`config.mk`:
```
export PLATFORM = sky130hd
export DESIGN_NAME = if_id_queue_flat
export DESIGN_NICKNAME = d
export VERILOG_FILES = /design/src/rtl/if_id_queue_if.sv /design/src/rtl/if_id_queue.sv /design/src/flat_wrapper.sv
export SDC_FILE = /design/constraint.sdc
export NUM_CORES = 1
export LEC_CHECK = 0
export CAP_MARGIN = 20
export CORE_UTILIZATION = 59
export CTS_CLUSTER_DIAMETER = 80
export DETAILED_ROUTE_END_ITERATION = 8
export GPL_ROUTABILITY_DRIVEN = 1
export PLACE_DENSITY_LB_ADDON = 0.2
export SLEW_MARGIN = 15
export SYNTH_ARGS = -nofsm -noshare
export SYNTH_HDL_FRONTEND = slang
export SYNTH_SLANG_ARGS = --single-unit
```
`constraint.sdc`:
```
create_clock -name clk_i -period 4.9 [get_ports clk_i]
set_input_delay 0.49 -clock clk_i [delete_from_list [all_inputs] [get_ports clk_i]]
set_output_delay 0.49 -clock clk_i [all_outputs]
set_load 0.1 [all_outputs]
```
`src/rtl/if_id_queue_if.sv`:
```
// Fetch/decode handshake bundle for the IF/ID prefetch queue.
// slave is the queue's view; master is the fetch/decode (or bench) view.
interface if_id_queue_if #(
    parameter int PC_W    = 32,
    parameter int INSTR_W = 32,
    parameter int DEPTH   = 4
);
    logic                     push_valid_i;
    logic                     push_ready_o;
    logic [PC_W-1:0]          push_pc_i;
    logic [INSTR_W-1:0]       push_instr_i;
    logic                     pop_valid_o;
    logic                     pop_ready_i;
    logic [PC_W-1:0]          pop_pc_o;
    logic [INSTR_W-1:0]       pop_instr_o;
    logic [$clog2(DEPTH):0]   count_o;

    modport slave (
        input  push_valid_i, push_pc_i, push_instr_i, pop_ready_i,
        output push_ready_o, pop_valid_o, pop_pc_o, pop_instr_o, count_o
    );

    modport master (
        output push_valid_i, push_pc_i, push_instr_i, pop_ready_i,
        input  push_ready_o, pop_valid_o, pop_pc_o, pop_instr_o, count_o
    );
endinterface

```
`src/rtl/if_id_queue.sv`:
```
// DEPTH-entry IF/ID instruction prefetch queue with first-word-fall-through head and flush.
// Define IF_ID_QUEUE_BYPASS_EN for a zero-latency empty-queue bypass path.
module if_id_queue #(
    parameter int                 PC_W      = 32,
    parameter int                 INSTR_W   = 32,
    parameter int                 DEPTH     = 4,
    parameter logic [INSTR_W-1:0] NOP_INSTR = 32'h00000013
) (
    input  logic          clk_i,
    input  logic          rst_i,
    input  logic          flush_i,
    if_id_queue_if.slave  q_if
);
    localparam int PTR_W = $clog2(DEPTH);
    localparam int CNT_W = PTR_W + 1;
    localparam logic [CNT_W-1:0] FULL_CNT = CNT_W'(DEPTH);

    logic [PC_W-1:0]    pc_mem_q    [DEPTH];
    logic [INSTR_W-1:0] instr_mem_q [DEPTH];

    logic [PTR_W-1:0] wr_ptr_q, wr_ptr_d;
    logic [PTR_W-1:0] rd_ptr_q, rd_ptr_d;
    logic [CNT_W-1:0] count_q,  count_d;

    logic               empty;
    logic               push_ready;
    logic               pop_valid;
    logic               push_fire;
    logic               pop_fire;
    logic               bypass_take;
    logic               store_push;
    logic               read_pop;
    logic [PC_W-1:0]    head_pc;
    logic [INSTR_W-1:0] head_instr;

    always_comb begin
        empty      = (count_q == '0);
        push_ready = (count_q != FULL_CNT);
        pop_valid  = !empty;
        head_pc    = empty ? '0        : pc_mem_q[rd_ptr_q];
        head_instr = empty ? NOP_INSTR : instr_mem_q[rd_ptr_q];
        bypass_take = 1'b0;
`ifdef IF_ID_QUEUE_BYPASS_EN
        // Empty queue: present the incoming entry straight to decode.
        if (empty && q_if.push_valid_i && !flush_i) begin
            pop_valid   = 1'b1;
            head_pc     = q_if.push_pc_i;
            head_instr  = q_if.push_instr_i;
            bypass_take = q_if.pop_ready_i;
        end
`endif
        push_fire  = q_if.push_valid_i & push_ready & !flush_i;
        pop_fire   = pop_valid & q_if.pop_ready_i & !flush_i;
        // A bypassed entry is consumed in flight and never touches storage.
        store_push = push_fire & !bypass_take;
        read_pop   = pop_fire  & !bypass_take;
    end

    always_comb begin
        wr_ptr_d = wr_ptr_q;
        rd_ptr_d = rd_ptr_q;
        count_d  = count_q;
        if (flush_i) begin
            wr_ptr_d = '0;
            rd_ptr_d = '0;
            count_d  = '0;
        end else begin
            if (store_push) wr_ptr_d = wr_ptr_q + PTR_W'(1);
            if (read_pop)   rd_ptr_d = rd_ptr_q + PTR_W'(1);
            if (store_push && !read_pop)      count_d = count_q + CNT_W'(1);
            else if (!store_push && read_pop) count_d = count_q - CNT_W'(1);
        end
    end

    always_ff @(posedge clk_i) begin
        if (rst_i) begin
            wr_ptr_q <= '0;
            rd_ptr_q <= '0;
            count_q  <= '0;
        end else begin
            wr_ptr_q <= wr_ptr_d;
            rd_ptr_q <= rd_ptr_d;
            count_q  <= count_d;
        end
    end

    always_ff @(posedge clk_i) begin
        if (store_push) begin
            pc_mem_q[wr_ptr_q]    <= q_if.push_pc_i;
            instr_mem_q[wr_ptr_q] <= q_if.push_instr_i;
        end
    end

    assign q_if.push_ready_o = push_ready;
    assign q_if.pop_valid_o  = pop_valid;
    assign q_if.pop_pc_o     = head_pc;
    assign q_if.pop_instr_o  = head_instr;
    assign q_if.count_o      = count_q;
endmodule

```
`src/flat_wrapper.sv`:
```
// flat-port wrapper written by rule: the top's interface ports become plain ports
module if_id_queue_flat 
#(
    parameter int                 PC_W      = 32,
    parameter int                 INSTR_W   = 32,
    parameter int                 DEPTH     = 4,
    parameter logic [INSTR_W-1:0] NOP_INSTR = 32'h00000013
)
  (clk_i, rst_i, flush_i, q_if_push_valid_i, q_if_push_pc_i, q_if_push_instr_i, q_if_pop_ready_i, q_if_push_ready_o, q_if_pop_valid_o, q_if_pop_pc_o, q_if_pop_instr_o, q_if_count_o);
  if_id_queue_if #(.PC_W(PC_W), .INSTR_W(INSTR_W), .DEPTH(DEPTH)) q_if_i ();
  input  logic clk_i;
  input  logic rst_i;
  input  logic flush_i;
  input wire logic [$bits(q_if_i.push_valid_i)-1:0] q_if_push_valid_i;
  input wire logic [$bits(q_if_i.push_pc_i)-1:0] q_if_push_pc_i;
  input wire logic [$bits(q_if_i.push_instr_i)-1:0] q_if_push_instr_i;
  input wire logic [$bits(q_if_i.pop_ready_i)-1:0] q_if_pop_ready_i;
  output wire logic [$bits(q_if_i.push_ready_o)-1:0] q_if_push_ready_o;
  output wire logic [$bits(q_if_i.pop_valid_o)-1:0] q_if_pop_valid_o;
  output wire logic [$bits(q_if_i.pop_pc_o)-1:0] q_if_pop_pc_o;
  output wire logic [$bits(q_if_i.pop_instr_o)-1:0] q_if_pop_instr_o;
  output wire logic [$bits(q_if_i.count_o)-1:0] q_if_count_o;
  assign q_if_i.push_valid_i = q_if_push_valid_i;
  assign q_if_i.push_pc_i = q_if_push_pc_i;
  assign q_if_i.push_instr_i = q_if_push_instr_i;
  assign q_if_i.pop_ready_i = q_if_pop_ready_i;
  assign q_if_push_ready_o = q_if_i.push_ready_o;
  assign q_if_pop_valid_o = q_if_i.pop_valid_o;
  assign q_if_pop_pc_o = q_if_i.pop_pc_o;
  assign q_if_pop_instr_o = q_if_i.pop_instr_o;
  assign q_if_count_o = q_if_i.count_o;
  if_id_queue #(.PC_W(PC_W), .INSTR_W(INSTR_W), .DEPTH(DEPTH), .NOP_INSTR(NOP_INSTR)) u_core (.clk_i(clk_i), .rst_i(rst_i), .flush_i(flush_i), .q_if(q_if_i));
endmodule
```
==> results of run 1 <==
-- final timing paths --
| kind | start | to | slack (ps) | cells after the start |
|---|---|---|---|---|
| worst min-delay path | u_core.rd_ptr_q[1] | flop | 500 | 2 |
| worst max-delay path | flop | q_if_pop_pc_o[14] | 1000 | 4 |
| worst min register to register | u_core.rd_ptr_q[1] | flop | 500 | 2 |
| worst max register to register | u_core.q_if.count_o[1] | u_core.q_if.count_o[2] | 2330 | 8 |
-- layout make-up --
| cell class | count | area share, % |
|---|---|---|
| flip-flops and latches | 265 | 62.6 |
| multi-input cells | 166 | 17.1 |
| repair buffers | 140 | 11.1 |
| clock buffers | 38 | 5.94 |
| well taps | 220 | 2.19 |
| clock inverters | 8 | 0.925 |
| inverters | 4 | 0.119 |
-- layout by cell type (no fill, tap or decap), drive strengths merged, types with 5 or more instances in the layout --
cell type,instances
mux4,64
ha,5
edfxtp,256
or2,5
inv,5
clkbuf,38
dfxtp,9
and2,62
nor2,5
clkdlybuf4s50,137
-- worst reg2reg max path: cells and delay by family (launching register included) --
kind	cells	cell delay [ps]
flip-flops	1	490
AO/OA/AOI/OAI	1	160
adder cells (fa/ha/maj)	2	580
AND/OR/NAND/NOR	3	1010
buffers and inverters	1	80
XOR/XNOR	1	170
-- flip-flops by register name, indices dropped and copies added (netlist names), named ones only --
name                 cells
u_core.instr_mem_q     128
u_core.pc_mem_q        128
u_core.q_if.count_o      3
u_core.rd_ptr_q          2
u_core.wr_ptr_q          2
-- cell families (layout without fill, tap and decap cells) --
group                      count (synthesis)  count (layout)  synth area share [%]
AOI/OAI and AO/OA                          8               8                 0.514
xor gates and xnor gates                   3               3                 0.257
adders and majority gates                  6               6                 0.808
buffers and inverters                     26             190                  2.14
DFF                                      265             265                  77.0
muxes                                     65              65                  14.2
and+or+nand+nor                           84              84                  5.13
-- stage by stage --
step / cells / total power, mW / worst slack, ps / instance area [µm²]
2_1_floorplan: 457 / 3.03 / 1150 / 10200
3_3_place_gp: 795 / 3.21 / 1500 / 11700
3_5_place_dp: 795 / 3.22 / 1500 / 11700
4_1_cts: 841 / 5.20 / 917 / 12600
5_1_grt: 841 / 5.31 / 791 / 12600
6_report: 841 / 5.16 / 997 / 12600
-- metal layers --
metal	GRT usage [%]	part of all wire, %	vias up
li1	-	-	2147
met1	29.6	43	2475
met2	36.3	51	154
met3	3.77	5.7	20
met4	4.86	1.1	0
met5	0	0	-
-- where the power goes --
group	total [mW]	leakage [nW]	switching, mW	internal [mW]
clock	1.99	0.422	0.776	1.21
combinational	0.635	1.16	0.447	0.187
sequential	2.54	2.40	0.0153	2.52
total	5.16	3.98	1.24	3.92
==> flow_metrics.env, run 1 <==
export IMPL_clock_sinks=265
export IMPL_synth_distinct_cells=32
export IMPL_period_needed_ps=3900
export IMPL_drtIter0Drc=260
export IMPL_drive_above_1_share_pct=18.7
export IMPL_cts_setup_buffers=0
export IMPL_avgSynthCellArea_um2=22.4
export IMPL_critical_path_buf_inv_count=2
export IMPL_areaGrowthSynthToFinish_pct=23.0
export IMPL_cp_cell_sequence="buf_4, mux4_2, and2_1, clkdlybuf4s50_1"
export IMPL_post_route_util_pct=75.0
export IMPL_syn_num_nets=532
export IMPL_min_delay_path_class="flop to flop"
export IMPL_fillers=936
export IMPL_cp_end_kind="primary output"
export IMPL_leakagePower_nw=3.98
export IMPL_crit_required_ps=4410
export IMPL_hold_viol=0
export IMPL_wl_per_cell_um=21.9
export IMPL_coreArea_um2=16800
export IMPL_register_area_um2=7880
export IMPL_ys_ff_latch=265
export IMPL_diodes=0
export IMPL_worstSetupPathType="flop to primary output"
export IMPL_final_nets=679
export IMPL_gp_congestion=0.728
export IMPL_slew_violations=0
export IMPL_synth_top_cells_by_area="edfxtp_1 (75%), mux4_2 (14%), and2_1 (3.7%), dfxtp_1 (1.8%), buf_12 (1.2%)"
export IMPL_ys_warnings_count=0
export IMPL_critPathArrivalTime_ps=3410
export IMPL_portBuffers=137
export IMPL_die_area_um2=17900
export IMPL_synth_commonest_cells="edfxtp_1 (256), mux4_2 (64), and2_1 (61)"
export IMPL_avgViaCountPerCell=5.70
export IMPL_netlist_instances=457
export IMPL_rsz0062_at_grt="no"
export IMPL_h_tree_depth=1
export IMPL_insertion_delay_ps=520
export IMPL_grt_pass1_vias=5221
export IMPL_root_buffer="clkbuf_16"
export IMPL_crit_path_top_delay_cell="clkdlybuf4s50_1"
export IMPL_crit_family="buffers and inverters"
export IMPL_cts_resized=0
export IMPL_place_detailed_hpwl_um=10100
export IMPL_die_h_um=134
export IMPL_drc=0
export IMPL_vias=4796
export IMPL_first_pass_iters=5
export IMPL_power_density_nw_per_um2=410
export IMPL_num_io_pins=138
export IMPL_fin_worst_skew_ps=13.4
export IMPL_clk_path_buf_depth=3
export IMPL_max_freq_mhz=256
export IMPL_setup_tns_ps=0
export IMPL_yosys_cell_count_top_type="edfxtp_1"
export IMPL_ant_nets=0
export IMPL_grt_antenna_before_repair=0
export IMPL_maxCapViolCount=0
export IMPL_cp_max_fo=29
export IMPL_status="finished, final reports clean"
export IMPL_cts_buffers=27
export IMPL_hold_buffers=0
export IMPL_die_w_um=134
export IMPL_maxSlewHeadroom_pct=30.2
export IMPL_syn_area_um2=10200
export IMPL_synth_edf_count=256
export IMPL_grt_max_degree=65
export IMPL_fin_hold_ws_ps=499
export IMPL_grt_usage_pct=21.4
export IMPL_crit_path_start_kind="flop"
export IMPL_synthArstFlopShare_pct=0
export IMPL_initial_core_util_pct=61.0
export IMPL_synth_top_area_cell="edfxtp_1"
export IMPL_tightestPinTransition_ps=1050
export IMPL_rows=47
export IMPL_synth_top_area_share_pct=75.2
export IMPL_grt_pass1_wl_um=28700
export IMPL_finalSetupViolCount=0
export IMPL_wirelength_um=18400
export IMPL_synth_seq_area_share_pct=77.0
export IMPL_synth_flop_cell="edfxtp_1"
export IMPL_clkTransAtPathRegs_ps=60
export IMPL_multiInputGateArea_um2=2150
export IMPL_finalCritPeriodShare_pct=79.7
export IMPL_globalRouteOverflowTotal=0
export IMPL_slowest_delay_ps=980
export IMPL_irDropWorstVdd_v=0.000354
export IMPL_cts_tree="built"
Power figures use the tool's default switching activity.
==> run 2, diff against run 1 <==
- CORE_UTILIZATION: 59 -> 49
- clock period: 4.9 -> 3.4 ns (I/O delays scaled with it)
==> run 2 against run 1 <==
Effect of this change: critical endpoint is now q_if_pop_instr_o[4]; sequential power up 44%; clock skew is 4.2 ps lower; first-iteration DRC count rose by 19%; global-route usage down 3.5 points; final cell count grew 7.4%; sequential share of layout area rose by 0.12 points.
==> flow_metrics.env, run 2 (same netlist as run 1, synthesis figures left out) <==
export IMPL_status="finished, final reports clean"
export IMPL_die_w_um=146
export IMPL_cp_end_kind="primary output"
export IMPL_critPathArrivalTime_ps=2560
export IMPL_portBuffers=137
export IMPL_hold_end="u_core.pc_mem_q[0][10]"
export IMPL_grt_max_degree=42
export IMPL_setup_tns_ps=0
export IMPL_irDropWorstVdd_v=0.000325
export IMPL_first_pass_iters=4
export IMPL_drtIter0Drc=309
export IMPL_cts_tree="built"
export IMPL_power_density_nw_per_um2=577
export IMPL_die_area_um2=21400
export IMPL_coreArea_um2=20400
export IMPL_wl_per_cell_um=20.6
export IMPL_root_buffer="clkbuf_16"
export IMPL_tightestPinTransition_ps=973
export IMPL_setup_ws_ps=504
export IMPL_hold_start="q_if_push_pc_i[10]"
export IMPL_final_common_cell="edfxtp_1"
export IMPL_slew_violations=0
export IMPL_post_place_cells=854
export IMPL_layout_common_cells="edfxtp_1 (256), buf_4 (73), clkdlybuf4s50_1 (71)"
export IMPL_grt_pass1_wl_um=29100
export IMPL_die_h_um=146
export IMPL_final_nets=688
export IMPL_globalRouteOverflowTotal=0
export IMPL_fin_hold_ws_ps=455
export IMPL_ant_nets=0
export IMPL_max_freq_mhz=345
export IMPL_critical_path_buf_inv_count=2
export IMPL_grt_pass1_vias=5279
export IMPL_cp_cell_sequence="buf_12, mux4_2, or2_1, buf_4"
export IMPL_slowest_delay_ps=630
export IMPL_num_io_pins=138
export IMPL_rr_endpoint="u_core.q_if.count_o[2]"
export IMPL_fillers=1432
export IMPL_dp_slack_ps=685
export IMPL_hold_viol=0
export IMPL_place_detailed_hpwl_um=10900
export IMPL_gp_congestion=0.808
export IMPL_maxCapViolCount=0
export IMPL_clk_path_buf_depth=3
export IMPL_wirelength_um=18600
export IMPL_rsz0062_at_grt="no"
export IMPL_vias=4860
export IMPL_crit_family="flip-flops"
export IMPL_crit_required_ps=3060
export IMPL_drive_above_1_share_pct=29.9
export IMPL_hold_buffers=0
export IMPL_rr_startpoint="u_core.q_if.count_o[0]"
export IMPL_rows=52
export IMPL_grt_usage_pct=17.9
export IMPL_h_tree_depth=1
export IMPL_period_needed_ps=2900
export IMPL_reg2regPathDepth=8
export IMPL_layout_cells_non_filler=903
export IMPL_leakagePower_nw=4.13
export IMPL_initial_core_util_pct=50.2
export IMPL_avgViaCountPerCell=5.38
export IMPL_grt_antenna_before_repair=0
export IMPL_worstSetupPathType="flop to primary output"
export IMPL_cts_setup_buffers=0
export IMPL_areaGrowthSynthToFinish_pct=22.8
export IMPL_insertion_delay_ps=510
export IMPL_diodes=0
export IMPL_cp_max_fo=34
export IMPL_finalSetupViolCount=0
export IMPL_fin_worst_skew_ps=9.16
export IMPL_min_path_cells=1
export IMPL_clkTransAtPathRegs_ps=60
export IMPL_min_delay_path_class="primary input to flop"
export IMPL_drc=0
export IMPL_finalCritPeriodShare_pct=85.2
export IMPL_clock_sinks=265
export IMPL_cts_buffers=27
export IMPL_crit_path_top_delay_cell="dfxtp_4"
export IMPL_crit_path_start_kind="flop"
export IMPL_ff2ff_setup_slack_ps=880
export IMPL_cts_resized=0
export IMPL_maxSlewHeadroom_pct=34.9
-- run 2: cell types whose count changed in the layout (fill, tap and decap cells not counted) --
cell             previous run  this run
clkinvlp_4                  0         1
clkinv_2                    2         3
bufinv_16                   3         1
inv_6                       1         0
clkbuf_8                    3         2
clkinv_1                    2         4
buf_4                       3        73
clkdlybuf4s50_1           137        71
clkbuf_1                    8        11
buf_12                      0         5
-- run 2: power breakdown --
group          switching [mW]  leakage, nW  total (mW)  internal [mW]
sequential             0.0197         2.40        3.65           3.63
clock                    1.10        0.392        2.68           1.58
combinational           0.651         1.34       0.908          0.257
-- run 2: through the flow --
step | utilization (%) | power [mW] | area (µm²)
final | 61.6 | 7.24 | 12600
after global routing | 61.6 | 7.48 | 12600
after CTS | 61.6 | 7.31 | 12600
after detailed placement | 57.6 | 4.64 | 11700
after global placement | 57.6 | 4.62 | 11700
after floorplan | - | 4.37 | 10200
-- run 2: how the worst max path moves through the flow --
stage	cells after the start	from	to	slack, ps
final	4	flop	q_if_pop_instr_o[4]	500
after global routing	4	flop	q_if_pop_instr_o[4]	330
after CTS	4	flop	q_if_pop_instr_o[4]	410
after detailed placement	10	q_if_push_valid_i	u_core.q_if.count_o[2]	690
after global placement	10	q_if_push_valid_i	u_core.q_if.count_o[2]	830
after floorplan	4	u_core.q_if.count_o[0]	q_if_pop_pc_o[13]	290
-- run 2: layout make-up --
type	instances	area (µm²)	area share (%)
sequential	265	7880	62.7
multi-input combinational	166	2150	17.1
timing repair buffer	149	1360	10.8
clock buffer	40	744	5.93
tap	270	338	2.69
clock inverter	9	67.6	0.538
inverter	4	15.0	0.120
-- run 2: routing by layer --
| metal | global-route usage [%] | part of all wire (%) |
|---|---|---|
| met1 | 23.9 | 42 |
| met2 | 30.2 | 50 |
| met5 | 0 | 0 |
| met4 | 4.74 | 1.5 |
| met3 | 3.78 | 6.4 |
==> run 3, diff against run 2 <==
- CTS_CLUSTER_DIAMETER: 80 -> 30
==> run 3 against run 2 <==
Effect of this change: routed wire length rose by 3.2%; utilization rose by 3.4 points; sequential share of layout area decreased by 3.3 points; first-iteration DRC count down 15%; sequential power is essentially flat; combinational power barely moved; clock power up 66%; sequential cell count is the same; critical path depth stayed put; non-clock buffer count unchanged; count of clock-buffer cells in the layout up 11.
==> flow_metrics.env, run 3 (same netlist as run 1, synthesis figures left out) <==
export IMPL_status="finished, final reports clean"
export IMPL_critical_path_buf_inv_count=2
export IMPL_crit_family="flip-flops"
export IMPL_slowest_delay_ps=630
export IMPL_seqPwrFrac_pct=40.6
export IMPL_first_pass_iters=4
export IMPL_h_tree_depth=2
export IMPL_crit_required_ps=3060
export IMPL_die_area_um2=21400
export IMPL_avgViaCountPerCell=5.37
export IMPL_initial_core_util_pct=50.2
export IMPL_portBuffers=137
export IMPL_drtIter0Drc=262
export IMPL_drc=0
export IMPL_place_detailed_hpwl_um=10900
export IMPL_clk_path_buf_depth=3
export IMPL_die_h_um=146
export IMPL_maxSlewHeadroom_pct=34.8
export IMPL_min_delay_path_class="primary input to flop"
export IMPL_grt_usage_pct=18.4
export IMPL_cts_tree="built"
export IMPL_worstSetupPathType="flop to primary output"
export IMPL_cp_end_kind="primary output"
export IMPL_swShare_pct=23.9
export IMPL_crit_path_top_delay_cell="dfxtp_4"
export IMPL_layout_common_cells="edfxtp_1 (256), buf_4 (73), clkdlybuf4s50_1 (71)"
export IMPL_grt_max_degree=42
export IMPL_cts_buffers=44
export IMPL_globalRouteOverflowTotal=0
export IMPL_areaGrowthSynthToFinish_pct=29.6
export IMPL_clock_sinks=265
export IMPL_cp_max_fo=34
export IMPL_rows=52
export IMPL_setup_tns_ps=0
export IMPL_root_buffer="clkbuf_16"
export IMPL_drive_above_1_share_pct=33.6
export IMPL_final_nets=705
export IMPL_max_freq_mhz=343
export IMPL_fillers=1370
export IMPL_maxCapViolCount=0
export IMPL_diodes=0
export IMPL_wl_per_cell_um=20.5
export IMPL_grt_pass1_vias=5482
export IMPL_cts_setup_buffers=0
export IMPL_vias=5022
export IMPL_crit_path_start_kind="flop"
export IMPL_insertion_delay_ps=520
export IMPL_num_io_pins=138
export IMPL_grt_pass1_wl_um=29700
export IMPL_irDropWorstVdd_v=0.000353
export IMPL_rsz0062_at_grt="no"
export IMPL_slew_violations=0
export IMPL_grt_antenna_before_repair=0
export IMPL_wirelength_um=19200
export IMPL_gp_congestion=0.808
export IMPL_cp_cell_sequence="buf_12, mux4_2, or2_1, buf_4"
export IMPL_clkTransAtPathRegs_ps=50
export IMPL_die_w_um=146
export IMPL_power_switching_mw=2.15
export IMPL_leakagePower_nw=4.47
export IMPL_finalSetupViolCount=0
export IMPL_p_int_mw=6.86
export IMPL_hold_viol=0
export IMPL_power_density_nw_per_um2=680
export IMPL_period_needed_ps=2910
export IMPL_final_common_cell="edfxtp_1"
export IMPL_tightestPinTransition_ps=974
export IMPL_coreArea_um2=20400
export IMPL_ant_nets=0
export IMPL_hold_buffers=0
export IMPL_finalCritPeriodShare_pct=85.7
export IMPL_clockPowerShare_pct=49.3
export IMPL_fin_worst_skew_ps=13.7
export IMPL_critPathArrivalTime_ps=2570
export IMPL_fin_hold_ws_ps=456
export IMPL_combPwrFrac_pct=10.1
export IMPL_cts_resized=0
==> run 3: cell count changes in the layout (fill, tap and decap cells not counted) <==
| cell | before | now |
|---|---|---|
| clkbuf_16 | 27 | 45 |
| bufinv_16 | 1 | 7 |
| inv_6 | 0 | 6 |
| clkbuf_1 | 11 | 6 |
| clkinv_1 | 4 | 7 |
| clkinv_4 | 0 | 3 |
| clkbuf_8 | 2 | 0 |
| clkinv_2 | 3 | 5 |
| clkinvlp_4 | 1 | 3 |
==> run 3: final timing paths <==
kind	slack (ps)	endpoint	start	cells past startpoint
worst max-delay path	490	q_if_pop_instr_o[4]	flop	4
worst min-delay path	460	u_core.pc_mem_q[0][10]	q_if_push_pc_i[10]	1
worst max register to register	910	u_core.q_if.count_o[2]	u_core.q_if.count_o[0]	8
worst min register to register	500	flop	u_core.rd_ptr_q[1]	2
==> run 3: routing by layer <==
metal	track usage, %	up-vias	wire (µm)
met5	0	-	0
met4	7.03	0	422
met3	4.38	38	1280
met2	30.6	172	9460
met1	23.7	2594	8030
li1	-	2218	-
==> run 3: stage by stage <==
stage	utilization (%)	instance area [µm²]	instances	worst slack [ps]	power, mW
2_1_floorplan	-	10200	457	294	4.37
3_3_place_gp	57.6	11700	854	826	4.62
3_5_place_dp	57.6	11700	854	685	4.64
4_1_cts	65.1	13300	936	412	9.09
5_1_grt	65.1	13300	936	342	9.26
6_report	65.1	13300	936	486	9.01
==> run 3: cell type report <==
| cell class | instances | area [µm²] | area share (%) |
|---|---|---|---|
| timing repair buffer | 149 | 1360 | 10.3 |
| sequential | 265 | 7880 | 59.4 |
| multi-input combinational | 166 | 2150 | 16.2 |
| clock buffer | 51 | 1150 | 8.67 |
| clock inverter | 31 | 363 | 2.74 |
| tap | 270 | 338 | 2.55 |
| inverter | 4 | 15.0 | 0.113 |
==> run 3: power by group through the flow <==
stage               Clock [mW]  Combinational, mW  Sequential (mW)
floorplan                    0              0.641             3.73
global placement             0              0.905             3.72
detailed placement           0              0.914             3.72
CTS                       4.51              0.916             3.66
global route              4.66              0.943             3.66
finish                    4.45              0.908             3.66
